### src/rtl/next_pc_unit_if.sv
// Control/status bundle between the fetch-decode side (master) and next_pc_unit (slave).
interface next_pc_unit_if #(
    parameter int CNT_W = 16
);
    logic [31:0]      pc;
    logic             stall;
    logic             branch_taken;
    logic [31:0]      branch_offset;
    logic             jump;
    logic [31:0]      jump_target;
    logic             jalr;
    logic [31:0]      jalr_target;
    logic             call;
    logic             ret;
    logic [31:0]      next_pc;
    logic             ras_empty;
    logic             ras_full;
    logic             ras_mismatch;
    logic [CNT_W-1:0] mismatch_count;
    logic             misalign;

    modport master (
        output pc, stall, branch_taken, branch_offset, jump, jump_target,
               jalr, jalr_target, call, ret,
        input  next_pc, ras_empty, ras_full, ras_mismatch, mismatch_count, misalign
    );

    modport slave (
        input  pc, stall, branch_taken, branch_offset, jump, jump_target,
               jalr, jalr_target, call, ret,
        output next_pc, ras_empty, ras_full, ras_mismatch, mismatch_count, misalign
    );
endinterface

### src/rtl/next_pc_unit.sv
// Next-PC select with a circular return-address stack used only to flag call/return mismatches.
// Optional feature macro NPC_MISALIGN_TRAP_EN: redirect misaligned targets to TRAP_VECTOR.
module next_pc_unit #(
    parameter logic [31:0] RESET_VECTOR = 32'h0000_0000,
    parameter int          RAS_DEPTH    = 8,
    parameter int          CNT_W        = 16,
    parameter logic [31:0] TRAP_VECTOR  = 32'h0000_0100
) (
    input logic           clock,
    input logic           reset,
    next_pc_unit_if.slave npc
);
    localparam int PTR_W = $clog2(RAS_DEPTH);

    typedef logic [PTR_W-1:0] ptr_t;
    typedef logic [PTR_W:0]   cnt_t;

    localparam cnt_t FULL_CNT = cnt_t'(RAS_DEPTH);

    logic [31:0]      ras_mem_q [RAS_DEPTH];
    ptr_t             top_q, top_d;
    cnt_t             count_q, count_d;
    logic             ras_mismatch_q, ras_mismatch_d;
    logic [CNT_W-1:0] mismatch_count_q, mismatch_count_d;
    logic [31:0]      pc_plus4;
    logic [31:0]      target;
    logic             push, pop, wr_en;
    ptr_t             wr_addr, pop_top;
    cnt_t             pop_count;

    assign pc_plus4 = npc.pc + 32'd4;

    always_comb begin
        if (npc.jalr)              target = npc.jalr_target;
        else if (npc.jump)         target = npc.jump_target;
        else if (npc.branch_taken) target = npc.pc + npc.branch_offset;
        else                       target = pc_plus4;
    end

    assign push = !npc.stall && npc.call && (npc.jump || npc.jalr);
    assign pop  = !npc.stall && npc.ret && npc.jalr;

    // A combined call+ret is modelled literally as pop followed by push.
    always_comb begin
        ras_mismatch_d = 1'b0;
        pop_top        = top_q;
        pop_count      = count_q;
        if (pop) begin
            ras_mismatch_d = (count_q == '0) || (ras_mem_q[top_q] != npc.jalr_target);
            if (count_q != '0) begin
                pop_top   = top_q - 1'b1;
                pop_count = count_q - 1'b1;
            end
        end
        top_d   = pop_top;
        count_d = pop_count;
        wr_addr = pop_top + 1'b1;
        wr_en   = 1'b0;
        if (push) begin
            wr_en   = !reset;
            top_d   = pop_top + 1'b1;
            count_d = (pop_count == FULL_CNT) ? pop_count : pop_count + 1'b1;
        end
        mismatch_count_d = mismatch_count_q;
        if (ras_mismatch_d && (mismatch_count_q != '1)) begin
            mismatch_count_d = mismatch_count_q + 1'b1;
        end
    end

    always_ff @(posedge clock) begin
        if (reset) begin
            top_q            <= '0;
            count_q          <= '0;
            ras_mismatch_q   <= 1'b0;
            mismatch_count_q <= '0;
        end else begin
            top_q            <= top_d;
            count_q          <= count_d;
            ras_mismatch_q   <= ras_mismatch_d;
            mismatch_count_q <= mismatch_count_d;
        end
    end

    // Stack contents are deliberately not cleared by reset.
    always_ff @(posedge clock) begin
        if (wr_en) begin
            ras_mem_q[wr_addr] <= pc_plus4;
        end
    end

`ifdef NPC_MISALIGN_TRAP_EN
    logic misaligned_target;
    logic misalign_q, misalign_d;

    assign misaligned_target = (target[1:0] != 2'b00);

    always_comb begin
        misalign_d = misalign_q | (!npc.stall && misaligned_target);
    end

    always_ff @(posedge clock) begin
        if (reset) misalign_q <= 1'b0;
        else       misalign_q <= misalign_d;
    end

    assign npc.misalign = misalign_q;
    assign npc.next_pc  = reset             ? RESET_VECTOR :
                          npc.stall         ? npc.pc       :
                          misaligned_target ? TRAP_VECTOR  : target;
`else
    logic unused_trap_vector;

    assign unused_trap_vector = ^TRAP_VECTOR;
    assign npc.misalign       = 1'b0;
    assign npc.next_pc        = reset     ? RESET_VECTOR :
                                npc.stall ? npc.pc       : target;
`endif

    assign npc.ras_empty      = (count_q == '0);
    assign npc.ras_full       = (count_q == FULL_CNT);
    assign npc.ras_mismatch   = ras_mismatch_q;
    assign npc.mismatch_count = mismatch_count_q;
endmodule

### src/flat_wrapper.sv
// flat-port wrapper written by rule: the top's interface ports become plain ports
module next_pc_unit_flat 
#(
    parameter logic [31:0] RESET_VECTOR = 32'h0000_0000,
    parameter int          RAS_DEPTH    = 8,
    parameter int          CNT_W        = 16,
    parameter logic [31:0] TRAP_VECTOR  = 32'h0000_0100
)
  (clock, reset, npc_pc, npc_stall, npc_branch_taken, npc_branch_offset, npc_jump, npc_jump_target, npc_jalr, npc_jalr_target, npc_call, npc_ret, npc_next_pc, npc_ras_empty, npc_ras_full, npc_ras_mismatch, npc_mismatch_count, npc_misalign);
  next_pc_unit_if #(.CNT_W(CNT_W)) npc_i ();
  input logic clock;
  input logic reset;
  input wire logic [$bits(npc_i.pc)-1:0] npc_pc;
  input wire logic [$bits(npc_i.stall)-1:0] npc_stall;
  input wire logic [$bits(npc_i.branch_taken)-1:0] npc_branch_taken;
  input wire logic [$bits(npc_i.branch_offset)-1:0] npc_branch_offset;
  input wire logic [$bits(npc_i.jump)-1:0] npc_jump;
  input wire logic [$bits(npc_i.jump_target)-1:0] npc_jump_target;
  input wire logic [$bits(npc_i.jalr)-1:0] npc_jalr;
  input wire logic [$bits(npc_i.jalr_target)-1:0] npc_jalr_target;
  input wire logic [$bits(npc_i.call)-1:0] npc_call;
  input wire logic [$bits(npc_i.ret)-1:0] npc_ret;
  output wire logic [$bits(npc_i.next_pc)-1:0] npc_next_pc;
  output wire logic [$bits(npc_i.ras_empty)-1:0] npc_ras_empty;
  output wire logic [$bits(npc_i.ras_full)-1:0] npc_ras_full;
  output wire logic [$bits(npc_i.ras_mismatch)-1:0] npc_ras_mismatch;
  output wire logic [$bits(npc_i.mismatch_count)-1:0] npc_mismatch_count;
  output wire logic [$bits(npc_i.misalign)-1:0] npc_misalign;
  assign npc_i.pc = npc_pc;
  assign npc_i.stall = npc_stall;
  assign npc_i.branch_taken = npc_branch_taken;
  assign npc_i.branch_offset = npc_branch_offset;
  assign npc_i.jump = npc_jump;
  assign npc_i.jump_target = npc_jump_target;
  assign npc_i.jalr = npc_jalr;
  assign npc_i.jalr_target = npc_jalr_target;
  assign npc_i.call = npc_call;
  assign npc_i.ret = npc_ret;
  assign npc_next_pc = npc_i.next_pc;
  assign npc_ras_empty = npc_i.ras_empty;
  assign npc_ras_full = npc_i.ras_full;
  assign npc_ras_mismatch = npc_i.ras_mismatch;
  assign npc_mismatch_count = npc_i.mismatch_count;
  assign npc_misalign = npc_i.misalign;
  next_pc_unit #(.RESET_VECTOR(RESET_VECTOR), .RAS_DEPTH(RAS_DEPTH), .CNT_W(CNT_W), .TRAP_VECTOR(TRAP_VECTOR)) u_core (.clock(clock), .reset(reset), .npc(npc_i));
endmodule
### config.mk
export PLATFORM = sky130hd
export DESIGN_NAME = next_pc_unit_flat
export DESIGN_NICKNAME = d
export VERILOG_FILES = /design/src/rtl/next_pc_unit_if.sv /design/src/rtl/next_pc_unit.sv /design/src/flat_wrapper.sv
export SDC_FILE = /design/constraint.sdc
export NUM_CORES = 1
export LEC_CHECK = 0
export CAP_MARGIN = 20
export CORE_MARGIN = 1
export CORE_UTILIZATION = 40
export CTS_BUF_LIST = sky130_fd_sc_hd__clkbuf_16
export DETAILED_ROUTE_END_ITERATION = 7
export REMOVE_ABC_BUFFERS = 1
export SLEW_MARGIN = 10
export SYNTH_ARGS = -nofsm -noshare
export SYNTH_HDL_FRONTEND = slang
export SYNTH_SLANG_ARGS = --single-unit
export TNS_END_PERCENT = 20
### constraint.sdc
create_clock -name clock -period 6.54 [get_ports clock]
set_clock_uncertainty 0.1 [all_clocks]
set_input_delay 1.308 -clock clock [delete_from_list [all_inputs] [get_ports clock]]
set_output_delay 1.308 -clock clock [all_outputs]
set_load 0.03 [all_outputs]
==> results.ini <==
[cts]
cts.path.max_buffers = 3
clk_pin_slew_ns = 0.06
cts_tree = done
cts_resized = 0
cts.sinks = 280
cts.htree.levels = 1
cts_root_buf = clkbuf_16
post-cts-setup-buffers = 0
hold_buffers = 0
numCtsBuffers = 30
insertion_delay_ns = 0.57

[detailed_routing]
post-route-drc-count = 0
dr_total_vias = 11200
wirelength_um = 47600
dr.pass1.iters = 5
drt_iter0_markers = 1036
antenna_left = 0
viasPerCell = 5.90
wl_per_cell_um = 25.2

[timing]
tightestPinTransition_ns = 0.975
hold_violations = 0
slew_violations = 0
fin_crit_ns = 6.40
timing.final.crit_share_pct = 97.8
slew_headroom_pct = 34.9
setup_viol = 0
max_freq_ghz = 0.156
setup_tns_ns = 0
rsz0062_at_grt = false

[synth]
synth_top_area_share_pct = 52.0
synth_top_area_cell = edfxtp_1
syn_area_per_cell_um2 = 12.7
netlist_area_um2 = 14800
synth_edf_count = 256
ys_ff_latch = 280
yosysSeqAreaShare_pct = 55.2
synth_cell_types = 73
ys_warn_count = 0
synth.area.top_cells = edfxtp_1 (52%), mux4_2 (6.7%), mux2i_1 (4.7%)
syn_inst = 1166
async_flop_share_pct = 0
synth-main-ff-cell = edfxtp_1

[critical_path]
cp_num_buf_inv = 3
crit_path_cell_trace = clkdlybuf4s50_1 > ha_1 > a211oi_1 > nor3_1 > buf_4 > o21ai_0 > a21oi_1 > o21ai_0 > a21oi_1 > o31a_1 > or4_1 > a31oi_1 > buf_12
worst_setup_path_end_kind = primary output
path_delay_family = compound AO/OA/AOI/OAI gates
crit_type = input port to primary output
crit_path_max_fanout = 4
critical-path-max-stage-delay_ns = 0.46
cp.arrival_ns = 4.99
cp-start-kind = input port
cp.required_ns = 5.13
slowest_stage = o21ai_0

[floorplan]
coreArea_um2 = 36500
die_area_um2 = 37800
dieHeight_um = 194
io_pins = 188
num_rows = 70
initial_core_util_pct = 40.5
die_w_um = 194

[placement]
routabilityCongestion = 0.969
placed_area_um2 = 17600
numPortBuffers = 186
dp_hpwl_um = 32400

[cells_and_area]
final_net_count = 1570
final_cell_mix = edfxtp_1 (256), clkdlybuf4s50_1 (156), buf_4 (77), nor2_1 (72), a21oi_1 (72)
drive_gt1_share_pct = 14.9
layout_commonest_cell = edfxtp_1
syn_to_final_growth_pct = 26.2
design_area_um2 = 18700

[status]
status = completed

[hold_path]
min_path_type = flop to flop

[global_route]
grt_pass1_vias = 10900
grt_max_degree = 49
grtUsageTotal_pct = 25.1
grt_pass1_wl_um = 69500
antenna_found_initial = 3
grt.overflow.total = 0

[pwr]
power_density_nw_per_um2 = 244
irDropWorstVdd_v = 0.000188
p_leak_nw = 6.54

[flow_run]
drv_cap = 0

[report_power, final]
group          switching (mW)  internal, mW  leakage [nW]
clock network           0.709          1.07         0.526
logic                   0.434         0.337          3.52
registers              0.0228          1.98          2.50
total                    1.17          3.38          6.54
[path summary, 6_finish.rpt]
path                            slack [ns]  depth (start not counted)                          from                            end
worst min register to register        0.41                          2  u_core.npc.mismatch_count[4]   u_core.npc.mismatch_count[4]
worst min-delay path                  0.41                          2  u_core.npc.mismatch_count[4]   u_core.npc.mismatch_count[4]
worst max-delay path                  0.14                         13          npc_branch_offset[1]                npc_next_pc[31]
worst max register to register        2.06                         10               u_core.top_q[0]  u_core.npc.mismatch_count[13]
[routing by layer]
layer | wire length, µm | part of all wire (%) | up-vias | track usage [%]
met3 | 3490 | 7.3 | 84 | 4.03
met5 | 0 | 0 | - | 0
met1 | 20200 | 43 | 5577 | 34.4
met2 | 22200 | 47 | 473 | 40.0
li1 | - | - | 5019 | -
met4 | 1720 | 3.6 | 0 | 9.41
[synthesized netlist by cell type, types with 14 or more instances]
cell type  instances
a211oi_1          16
a21oi_1           72
nand4_1           14
and3_1            21
edfxtp_1         256
xor2_1            31
nand3_1           30
o21ai_0           38
nor2b_1           15
mux4_2            44
nor2_1            76
dfxtp_1           24
mux2i_1           69
clkbuf_1          31
a21o_1            19
inv_1             31
nand2_1           69
xnor2_1           54
ha_1              38
nor3_1            19
[cells by family after synthesis]
logic type                 after synthesis  synth area share (%)
other                                    1                0.0253
xor gates and xnor gates                85                  5.03
and+or+nand+nor                        291                  9.85
DFF                                    280                  55.2
buffers and inverters                   89                  2.64
AOI/OAI and AO/OA                      259                  11.8
adders and majority gates               39                  3.35
muxes                                  122                  12.1
[final cells by class]
type	count	area, µm²
fillers	3159	17900
flip-flops and latches	280	8180
repair buffers	252	2470
well taps	468	586
clock inverters	26	284
multi-input cells	797	6260
clock buffers	30	751
inverters	34	128
diodes	3	7.51
[state kept, by name (all words and copies together), names as in the netlist]
signal                     count
u_core.count_q                 4
u_core.ras_mem_q             256
u_core.npc.mismatch_count     16
u_core.npc.ras_mismatch        1
u_core.top_q                   3
[per-stage QoR]
| step | cells | setup slack, ns | utilization [%] | hold slack (ns) | total power [mW] |
|---|---|---|---|---|---|
| finish | 1890 | 0.145 | 51.1 | 0.412 | 4.55 |
| global route | 1890 | 0.0000435 | 51.1 | 0.447 | 4.69 |
| CTS | 1887 | 0.211 | 51.1 | 0.407 | 4.57 |
| detailed placement | 1831 | 0.228 | 48.3 | 0.395 | 2.80 |
| global placement | 1831 | 0.277 | 48.3 | 0.392 | 2.80 |
| floorplan | 1111 | 0.207 | - | 0.508 | 2.45 |
[worst min-delay path, cell delays in order (launching register included)]
cell and delay [ns]:
dfxtp_1 0.33, o31ai_1 0.07, a21oi_1 0.06
No activity file was read; power rests on OpenSTA's default activity.
